## src/rtl/i2c_pkg.sv

```systemverilog
// Shared constants for the I2C EEPROM responder and its companion blocks.
// The state encodings are plain localparams so that older code can still compare against them.
package i2c_pkg;

  localparam logic [6:0] DEFAULT_DEV_ADDR = 7'b1010000;
  localparam logic       I2C_ACK          = 1'b0;
  localparam logic       I2C_NACK         = 1'b1;

  localparam logic [3:0] ST_IDLE      = 4'd0;
  localparam logic [3:0] ST_CTRL      = 4'd1;
  localparam logic [3:0] ST_ACK_CTRL  = 4'd2;
  localparam logic [3:0] ST_WADDR     = 4'd3;
  localparam logic [3:0] ST_ACK_WADDR = 4'd4;
  localparam logic [3:0] ST_WDATA     = 4'd5;
  localparam logic [3:0] ST_ACK_WDATA = 4'd6;
  localparam logic [3:0] ST_RDATA     = 4'd7;
  localparam logic [3:0] ST_RACK      = 4'd8;
  localparam logic [3:0] ST_IGNORE    = 4'd9;

endpackage

```

## src/rtl/i2c_eeprom_responder_if.sv

```systemverilog
// Bus-side signals of the EEPROM responder: raw SCL/SDA in, open-drain enable out,
// and the write-commit side channel.
interface i2c_eeprom_responder_if #(
  parameter int ADDR_W = 8
);
  logic              scl_in;
  logic              sda_in;
  logic              sda_oe;
  logic              busy;
  logic              wr_strobe;
  logic [ADDR_W-1:0] wr_addr;
  logic [7:0]        wr_data;

  modport master (
    output scl_in, sda_in,
    input  sda_oe, busy, wr_strobe, wr_addr, wr_data
  );

  modport slave (
    input  scl_in, sda_in,
    output sda_oe, busy, wr_strobe, wr_addr, wr_data
  );
endinterface

```

## src/rtl/i2c_line_sync.sv

```systemverilog
// Synchronises SCL/SDA into the system clock domain and flags SCL edges, START and STOP.
// START/STOP need SCL high in both samples, so a simultaneous SCL+SDA change never fires them.
module i2c_line_sync #(
  parameter int SYNC_STAGES = 2
) (
  input  logic clk,
  input  logic rst,
  input  logic scl,
  input  logic sda,
  output logic sda_s,
  output logic scl_rise,
  output logic scl_fall,
  output logic start_det,
  output logic stop_det
);

  logic [SYNC_STAGES-1:0] scl_sync;
  logic [SYNC_STAGES-1:0] sda_sync;
  logic                   scl_d;
  logic                   sda_d;
  logic                   scl_s;

  // Reset to the idle-bus level so release from reset never looks like an edge.
  always_ff @(posedge clk or posedge rst) begin
    if (rst) begin
      scl_sync <= '1;
      sda_sync <= '1;
      scl_d    <= 1'b1;
      sda_d    <= 1'b1;
    end else begin
      scl_sync <= {scl_sync[SYNC_STAGES-2:0], scl};
      sda_sync <= {sda_sync[SYNC_STAGES-2:0], sda};
      scl_d    <= scl_sync[SYNC_STAGES-1];
      sda_d    <= sda_sync[SYNC_STAGES-1];
    end
  end

  assign scl_s     = scl_sync[SYNC_STAGES-1];
  assign sda_s     = sda_sync[SYNC_STAGES-1];
  assign scl_rise  = scl_s & ~scl_d;
  assign scl_fall  = ~scl_s & scl_d;
  assign start_det = scl_s & scl_d & sda_d & ~sda_s;
  assign stop_det  = scl_s & scl_d & ~sda_d & sda_s;

endmodule

```

## src/rtl/i2c_eeprom_responder.sv

```systemverilog
// 24C02-style I2C EEPROM target: byte/sequential write, random, current-address and
// sequential read over an oversampled SCL/SDA pair. SDA only moves after SCL falls.
module i2c_eeprom_responder
  import i2c_pkg::*;
#(
  parameter logic [6:0] DEV_ADDR    = DEFAULT_DEV_ADDR,
  parameter int         ADDR_W      = 8,
  parameter int         SYNC_STAGES = 2
) (
  input  logic                   clk,
  input  logic                   rst,
  i2c_eeprom_responder_if.slave  bus
);

  localparam int DEPTH = 2 ** ADDR_W;

  logic              sda_s;
  logic              scl_rise;
  logic              scl_fall;
  logic              start_det;
  logic              stop_det;

  logic [3:0]        state;
  logic [3:0]        bit_cnt;
  logic [7:0]        shift;
  logic [ADDR_W-1:0] ptr;
  logic [ADDR_W-1:0] ptr_inc;
  logic              byte_done;
  logic              mem_we;
  logic [7:0]        mem [DEPTH];

  i2c_line_sync #(
    .SYNC_STAGES (SYNC_STAGES)
  ) u_line_sync (
    .clk       (clk),
    .rst       (rst),
    .scl       (bus.scl_in),
    .sda       (bus.sda_in),
    .sda_s     (sda_s),
    .scl_rise  (scl_rise),
    .scl_fall  (scl_fall),
    .start_det (start_det),
    .stop_det  (stop_det)
  );

  assign ptr_inc   = ptr + 1'b1;
  assign byte_done = scl_fall && (bit_cnt == 4'd8);
  assign mem_we    = (state == ST_WDATA) && byte_done;

  // Storage survives reset on purpose, like real EEPROM cells.
  always_ff @(posedge clk) begin
    if (mem_we) begin
      mem[ptr] <= shift;
    end
  end

  always_ff @(posedge clk or posedge rst) begin
    if (rst) begin
      state         <= ST_IDLE;
      bit_cnt       <= '0;
      shift         <= '0;
      ptr           <= '0;
      bus.sda_oe    <= 1'b0;
      bus.busy      <= 1'b0;
      bus.wr_strobe <= 1'b0;
      bus.wr_addr   <= '0;
      bus.wr_data   <= '0;
    end else begin
      bus.wr_strobe <= 1'b0;
      if (stop_det) begin
        state      <= ST_IDLE;
        bit_cnt    <= '0;
        bus.sda_oe <= 1'b0;
        bus.busy   <= 1'b0;
      end else if (start_det) begin
        state      <= ST_CTRL;
        bit_cnt    <= '0;
        bus.sda_oe <= 1'b0;
      end else begin
        case (state)
          ST_CTRL, ST_WADDR, ST_WDATA: begin
            if (scl_rise && (bit_cnt != 4'd8)) begin
              shift   <= {shift[6:0], sda_s};
              bit_cnt <= bit_cnt + 4'd1;
            end else if (byte_done) begin
              bit_cnt <= '0;
              if (state == ST_CTRL) begin
                if (shift[7:1] == DEV_ADDR) begin
                  state      <= ST_ACK_CTRL;
                  bus.sda_oe <= 1'b1;
                  bus.busy   <= 1'b1;
                end else begin
                  state    <= ST_IGNORE;
                  bus.busy <= 1'b0;
                end
              end else if (state == ST_WADDR) begin
                ptr        <= shift[ADDR_W-1:0];
                bus.sda_oe <= 1'b1;
                state      <= ST_ACK_WADDR;
              end else begin
                bus.wr_strobe <= 1'b1;
                bus.wr_addr   <= ptr;
                bus.wr_data   <= shift;
                ptr           <= ptr_inc;
                bus.sda_oe    <= 1'b1;
                state         <= ST_ACK_WDATA;
              end
            end
          end

          // shift[0] still holds the R/W bit of the control byte here.
          ST_ACK_CTRL: begin
            if (scl_fall) begin
              bit_cnt <= '0;
              if (shift[0]) begin
                shift      <= mem[ptr];
                bus.sda_oe <= ~mem[ptr][7];
                state      <= ST_RDATA;
              end else begin
                bus.sda_oe <= 1'b0;
                state      <= ST_WADDR;
              end
            end
          end

          ST_ACK_WADDR, ST_ACK_WDATA: begin
            if (scl_fall) begin
              bus.sda_oe <= 1'b0;
              state      <= ST_WDATA;
            end
          end

          // bit_cnt==0 on a fall means the byte was loaded at the RACK rise and bit 7 is still undriven.
          ST_RDATA: begin
            if (scl_rise) begin
              bit_cnt <= bit_cnt + 4'd1;
            end else if (scl_fall) begin
              if (bit_cnt == 4'd8) begin
                bus.sda_oe <= 1'b0;
                bit_cnt    <= '0;
                state      <= ST_RACK;
              end else if (bit_cnt == 4'd0) begin
                bus.sda_oe <= ~shift[7];
              end else begin
                shift      <= {shift[6:0], 1'b0};
                bus.sda_oe <= ~shift[6];
              end
            end
          end

          ST_RACK: begin
            if (scl_rise) begin
              ptr <= ptr_inc;
              if (sda_s == I2C_ACK) begin
                shift   <= mem[ptr_inc];
                bit_cnt <= '0;
                state   <= ST_RDATA;
              end else begin
                bus.sda_oe <= 1'b0;
                bus.busy   <= 1'b0;
                state      <= ST_IGNORE;
              end
            end
          end

          ST_IGNORE: begin
            bus.sda_oe <= 1'b0;
          end

          default: begin
            bus.sda_oe <= 1'b0;
          end
        endcase
      end
    end
  end

endmodule

```

## src/flat_wrapper.sv

```systemverilog
// flat-port wrapper written by rule: the top's interface ports become plain ports
module i2c_eeprom_responder_flat import i2c_pkg::*;
#(
  parameter logic [6:0] DEV_ADDR    = DEFAULT_DEV_ADDR,
  parameter int         ADDR_W      = 8,
  parameter int         SYNC_STAGES = 2
)
  (clk, rst, bus_scl_in, bus_sda_in, bus_sda_oe, bus_busy, bus_wr_strobe, bus_wr_addr, bus_wr_data);
  i2c_eeprom_responder_if #(.ADDR_W(ADDR_W)) bus_i ();
  input  logic clk;
  input  logic rst;
  input wire logic [$bits(bus_i.scl_in)-1:0] bus_scl_in;
  input wire logic [$bits(bus_i.sda_in)-1:0] bus_sda_in;
  output wire logic [$bits(bus_i.sda_oe)-1:0] bus_sda_oe;
  output wire logic [$bits(bus_i.busy)-1:0] bus_busy;
  output wire logic [$bits(bus_i.wr_strobe)-1:0] bus_wr_strobe;
  output wire logic [$bits(bus_i.wr_addr)-1:0] bus_wr_addr;
  output wire logic [$bits(bus_i.wr_data)-1:0] bus_wr_data;
  assign bus_i.scl_in = bus_scl_in;
  assign bus_i.sda_in = bus_sda_in;
  assign bus_sda_oe = bus_i.sda_oe;
  assign bus_busy = bus_i.busy;
  assign bus_wr_strobe = bus_i.wr_strobe;
  assign bus_wr_addr = bus_i.wr_addr;
  assign bus_wr_data = bus_i.wr_data;
  i2c_eeprom_responder #(.DEV_ADDR(DEV_ADDR), .ADDR_W(ADDR_W), .SYNC_STAGES(SYNC_STAGES)) u_core (.clk(clk), .rst(rst), .bus(bus_i));
endmodule
```

## config.mk

```make
export PLATFORM = sky130hd
export DESIGN_NAME = i2c_eeprom_responder_flat
export DESIGN_NICKNAME = d
export VERILOG_FILES = /design/src/rtl/i2c_pkg.sv /design/src/rtl/i2c_eeprom_responder_if.sv /design/src/rtl/i2c_line_sync.sv /design/src/rtl/i2c_eeprom_responder.sv /design/src/flat_wrapper.sv
export SDC_FILE = /design/constraint.sdc
export NUM_CORES = 2
export LEC_CHECK = 0
export CAP_MARGIN = 5
export CORE_ASPECT_RATIO = 1.5
export CORE_UTILIZATION = 55
export CTS_CLUSTER_DIAMETER = 40
export DETAILED_ROUTE_END_ITERATION = 8
export PLACE_DENSITY = 0.71
export SKIP_CTS_REPAIR_TIMING = 1
export SLEW_MARGIN = 10
export SYNTH_ARGS = -nofsm -noshare
export SYNTH_HDL_FRONTEND = slang
export SYNTH_SLANG_ARGS = --single-unit
```

## constraint.sdc

```tcl
create_clock -name clk -period 11.25 [get_ports clk]
set_input_delay 1.125 -clock clk [delete_from_list [all_inputs] [get_ports clk]]
set_output_delay 1.125 -clock clk [all_outputs]
set_load 0.1 [all_outputs]
```

; ---- Word-level counts from Yosys, hierarchy flattened
; Memories as Yosys holds them, arrays and structs flattened.
; Index checks and enable logic that the tools add are counted.
[word_totals]
register_bits = 49
ram_bits = 2048
inputBits = 4
out_inout_bits = 19
wordCells = 173
memories = 1
[op_classes]
addsub = 2
eq_ne = 43
muxes = 75
n_bitwise = 19
n_reduce_logical = 19
[memory_table]
columns = memory, depth, word_bits, rd, rd_clocked_by_memory_dff, write_ports, line_no
row1 = u_core.mem, 256, 8, 2, 0, 1, i2c_eeprom_responder.sv:30  ; logic [7:0] mem [DEPTH];
[op_table]
columns = op, n
row1 = $mux 8, 14
row2 = $mux 4, 23
row3 = $pmux 8 s4, 1
row4 = $mux 1, 30
row5 = $reduce_and 7->1, 4
row6 = $ne 4x1->1 const B, 6
row7 = $pmux 4 s5, 1
row8 = $reduce_and 9->1, 2
row9 = $eq 4x3->1 const B, 4
row10 = $pmux 4 s4, 1
row11 = $pmux 8 s2, 1
row12 = $ne 5x1->1 const B, 3
row13 = $ne 2x2->1 const B, 7
row14 = $ne 2x1->1 const B, 6
row15 = $ne 4x2->1 const B, 3
row16 = $not 1->1, 12
row17 = $reduce_and 12->1, 1
row18 = $reduce_and 11->1, 1
row19 = $ne 3x1->1 const B, 3
row20 = $add 8x1->8 const B, 1
row21 = $eq 4x2->1 const B, 2
row22 = $eq 4x4->1 const B, 2
row23 = $ne 4x4->1 const B, 2
row24 = $and 1x1->1, 7
row25 = 18 further kinds, 21

; ---- Longest topological paths before layout
[logic_depth]
ltp_word = 8
ltp_mapped = 20
depth_no_buf = 10

; ---- Hierarchy
; From an unflattened synthesis, not the netlist that was laid out.
[unflattened]
hier_cells = 5226
hier_area_um2 = 99065.0
[modules_own_cells]
columns = mod, instances, cells_per_inst, area_per_inst_um2, seq_area_each_um2
row1 = i2c_eeprom_responder, 1, 5215, 98871.1, 62575.0
row2 = i2c_line_sync, 1, 11, 193.9, 157.7

; ---- Least setup slack after synthesis
; OpenSTA, ideal clock, no wires.
[synth_timing]
kind = register -> register
from = register u_core.shift[6]
to = register u_core.bus.sda_oe
setup_ns = 0.111
t_arrival_ns = 4.637
required_ns = 11.139
path_slack_ns = 6.502
stages_incl_launch_ff = 7
n_path_buf = 0
period_less_slack_ns = 4.748
path_cell_list = dfrtp_1 > nor4bb_1 > a211oi_1 > nand2b_1 > nand3b_1 > nor3_1 > a2111oi_2
[synth_between]
elab_chain_cells = 8
elab_cells_between_ends = 11
classes_between = 2 x eq/ne / 7 x mux / 1 x bitwise / 1 x reduce/logical
[synth_lines]
columns = element, line_no
row1 = start: declaration, i2c_eeprom_responder.sv:25  ; logic [7:0] shift;
row2 = start signal: assignment, i2c_eeprom_responder.sv:83  ; shift <= {shift[6:0], sda_s};
row3 = start signal: assignment, i2c_eeprom_responder.sv:116  ; shift <= mem[ptr];
row4 = start signal: assignment, i2c_eeprom_responder.sv:145  ; shift <= {shift[6:0], 1'b0};
row5 = $not 1->1, i2c_eeprom_responder.sv:146  ; bus.sda_oe <= ~shift[6];
row6 = $mux 1, i2c_eeprom_responder.sv:142  ; end else if (bit_cnt == 4'd0) begin
row7 = $mux 1, i2c_eeprom_responder.sv:138  ; if (bit_cnt == 4'd8) begin
row8 = $mux 1, i2c_eeprom_responder.sv:137  ; end else if (scl_fall) begin
row9 = $mux 1, i2c_eeprom_responder.sv:135  ; if (scl_rise) begin
row10 = $pmux 1 s5, i2c_eeprom_responder.sv:80  ; case (state)
row11 = $mux 1, i2c_eeprom_responder.sv:75  ; end else if (start_det) begin
row12 = $mux 1, i2c_eeprom_responder.sv:70  ; if (stop_det) begin
row13 = end signal: assignment, i2c_eeprom_responder.sv:117  ; bus.sda_oe <= ~mem[ptr][7];
row14 = end signal: assignment, i2c_eeprom_responder.sv:143  ; bus.sda_oe <= ~shift[7];
row15 = end signal: assignment, i2c_eeprom_responder.sv:146
row16 = end: declaration, i2c_eeprom_responder_if.sv:21  ; output sda_oe, busy, wr_strobe, wr_addr, wr_data
; Parallel ways exist; a longest one is shown, timed or not. The select of a mux whose other input is x is not followed.
; A chain may end at the register's enable or synchronous reset.

; ---- Worst setup path in the final report
[layout_timing]
from = register u_core.ptr[0]
to = register u_core.shift[0]
[layout_between]
elab_chain_cells = 5
elab_cells_between_ends = 7
classes_between = 1 x add/sub / 5 x mux / 1 x memory
[layout_lines]
columns = element, line_no
row1 = start: declaration, i2c_eeprom_responder.sv:26  ; logic [ADDR_W-1:0] ptr;
row2 = start signal: assignment, i2c_eeprom_responder.sv:97  ; ptr <= shift[ADDR_W-1:0];
row3 = start signal: assignment, i2c_eeprom_responder.sv:104  ; ptr <= ptr_inc;
row4 = start signal: assignment, i2c_eeprom_responder.sv:153  ; ptr <= ptr_inc;
row5 = $add 8x1->8, i2c_eeprom_responder.sv:46  ; assign ptr_inc = ptr + 1'b1;
row6 = $mem_v2 256x8 (*), n/a
row7 = $mux 8, i2c_eeprom_responder.sv:154  ; if (sda_s == I2C_ACK) begin
row8 = $mux 8, i2c_eeprom_responder.sv:152  ; if (scl_rise) begin
row9 = $pmux 8 s4 (*), i2c_eeprom_responder.sv:80
row10 = end signal: assignment, i2c_eeprom_responder.sv:83
row11 = end signal: assignment, i2c_eeprom_responder.sv:145
row12 = end signal: assignment, i2c_eeprom_responder.sv:155  ; shift <= mem[ptr_inc];
; Every way passes the cells marked *; elsewhere a longest branch is shown, timed or not. The select of a mux whose other input is x is not followed.

==> results.md <==
* Syn Inst Count at 5,039
* Sw Pwr at 6902 µW
* Largest area contributor in the netlist: edfxtp_1
* Prevailing post-synth register cell: edfxtp_1
* Max Buffers Root-to-Sink at 4
* Post-Route WL at 351,700 µm
* EDFF count, synth at 2,048
* Most frequent cell after synthesis: edfxtp_1
* CTS buffer count at 211
* Critical Path AT at 6.90 ns
* Final Non-Filler Cells at 7,615
* Final Max Slew Viols at 11
* Die X at 348.0 µm
* Core area at 0.1785 mm²
* Synth unique cells at 83
* CP Max Fanout at 118
* # rows at 190
* Layout cells sized above 1 at 32.99%
* Clk pwr share at 32.0%
* Initial antenna violation count at 36
* Post-route ant nets at 0
* Max VDD drop at 0.1552 mV
* H-tree depth at 4
* Vias per cell at 7.797
* Drt pass-1 iters at 7
* Crit path time final at 6.139 ns
* Power per Cell Area at 207.7 mW/mm²
* Hold Crit Class: reg -> reg
* Die Footprint at 0.1813 mm²
* Fin. Hold Viols at 0
* Clock transition at the registers of the reported paths at 0.06 ns
* Sequential Area at 0.06278 mm²
* Synthesized cell area at 0.09877 mm²
* Sequential share of power at 43.6%
* Slew HR at -4.339%
* Cell-internal power at 15,640 µW
* RSZ-0062 raised after global routing: false
* Worst Max-Slew Pin Slew at 1.549 ns
* Final GP Congestion at 1.052
* Fillers at 12.43k
* Final worst-path cycle share at 54.57%
* Area delta synth->final at 9.859%
* Die height at 521.0 µm
* Remaining DRCs at 0
* Leak at 0.03157 µW
* I/O pins at 23
* First-pass GRT wire length at 479,500 µm
* Synth top area share at 62.27%
* Vias in the first global route at 58.01k
* Comb pwr share at 24.4%
* Register area share after synthesis at 63.51%
* Syn_area_per_cell at 19.60 µm²
* CP Capture Type: register
* Max Clk Rate at 0.1629 GHz
* Setup Skew at 0.07958 ns
* DR vias at 59.38k
* Ys Warns at 0
* Setup CP Type: reg -> reg
* Clk_lat worst skew at 0.91 ns
* CTS root buf: clkbuf_16
* All-layer global routing usage at 39.19%
* Critical Path RT at 12.01 ns
* Yosys reg bits at 2,097
* DR WL/cell at 46.19 µm
* Setup_tns at 0 ns
* Remaining Overflow, GRT at 0
* DP Cell Count at 7,224
* Sw frac at 30.62%
* Initial drt markers at 10.25k
* Violated checks: capacitance limit, slew limit
* Multi-input gate area at 0.03412 mm²
* IO Port Bufs at 22
* Status: complete, but fails checks
* Largest net degree at the start of global routing at 119
* MaxCap Viol Count at 2
* Most frequent cells after synthesis: 2,048 x edfxtp_1, 1,127 x mux4_2, 339 x nor2_1, 224 x nand2_1, 139 x clkbuf_1
* DP Wirelength at 235,600 µm
* CP Launch Type: register
* Asr flop ratio synth at 2.337%
* Synth area leaders: edfxtp_1 62%, mux4_2 26%, mux2i_1 1.4%, nor2_1 1.3%, dfrtp_1 1.1%
* Layout net count at 5,048
* # clock sinks at 2,097
* Net Count, Synth at 5,049
* # setup viols final at 0
* Hold_ws at 0.3593 ns
* Initial core utilization at 55.32%
* CTS tree: built
## final timing paths
path                                                 from                             end  slack, ns  depth (start not counted)
max in group asynchronous                             rst                   u_core.ptr[2]       9.75                          3
min in group asynchronous                             rst           u_core.bus.wr_data[4]       0.77                          3
min reg2reg                u_core.u_line_sync.scl_sync[0]  u_core.u_line_sync.scl_sync[1]       0.36                          0
max                                         u_core.ptr[0]                 u_core.shift[0]       5.11                         10
min                        u_core.u_line_sync.scl_sync[0]  u_core.u_line_sync.scl_sync[1]       0.36                          0
max reg2reg                                 u_core.ptr[0]                 u_core.shift[0]       5.11                         10
## kinds of logic after synthesis
| logic type | synth area share [%] |
|---|---|
| DFF | 63.51 |
| muxes | 27.44 |
| and+or+nand+nor | 3.923 |
| buffers and inverters | 2.204 |
| AOI/OAI and AO/OA | 2.736 |
| xor gates and xnor gates | 0.1039 |
| adders and majority gates | 0.07601 |
## placed cells by master, fill, tap and decap left out, drive strengths merged, types with 28 or more instances in the layout
cell    instances
a21oi          51
nand3         117
mux2           28
clkinv         72
nor2          339
clkbuf        245
buf           163
nand2         224
mux2i         138
a22oi          90
nand4          36
dfrtp          43
edfxtp       2048
nor3           31
o21ai          37
mux4         1128
## per-layer routing
metal  wire length, µm  vias up  track usage (%)
met2            160000     5124            58.98
met4             41660       32            36.59
li1                  -    21720                -
met3             43830     1443            12.07
met5               342        -           0.6361
met1            105800    31050            44.79
## metrics by stage
stage	setup slack (ns)	total power, µW	utilization, %	instance area (µm²)
finish	5.111	22540	60.78	108500
global route	4.885	22860	60.76	108500
global placement	5.203	15240	56.84	101500
floorplan	6.502	13410	-	98770
CTS	5.133	22340	60.73	108400
detailed placement	5.139	15280	56.84	101500
## final cells by class
type,instances,share of cell area (%)
clock inverter,128,1.332
clock buffer,245,5.078
tap,2400,2.767
inverter,9,0.03575
sequential,2097,57.86
antenna,17,0.03921
timing repair buffer,185,1.446
multi-input combinational,2534,31.44
## registers in the layout, indices dropped and copies added, names as in the netlist
signal / count
u_core.bus.sda_oe: 1
u_core.state: 4
u_core.ptr: 8
u_core.bus.wr_data: 8
u_core.shift: 8
u_core.bit_cnt: 4
u_core.bus.wr_addr: 8
u_core.u_line_sync.sda_sync: 2
u_core.bus.wr_strobe: 1
u_core.bus.busy: 1
u_core.u_line_sync.sda_d: 1
u_core.mem: 2048
u_core.u_line_sync.scl_sync: 2
u_core.u_line_sync.scl_d: 1
## power groups by stage
stage | sequential [µW] | combinational [µW] | clock (µW)
finish | 9830 | 5510 | 7210
global route | 9820 | 5570 | 7470
CTS | 9810 | 5340 | 7200
detailed placement | 9970 | 5310 | 0
global placement | 9960 | 5270 | 0
floorplan | 10400 | 2980 | 0
## worst max-delay path: stages, from the launching register on
cell	delay (ns)
dfrtp_4	0.80
buf_12	0.66
buf_4	0.86
buf_4	0.67
mux4_2	0.60
mux4_2	0.47
nand2_1	0.10
a2111oi_0	0.10
a211oi_1	0.86
or3b_1	0.45
o2bb2ai_1	0.14
Note: power is estimated with default switching activity, not from simulation.
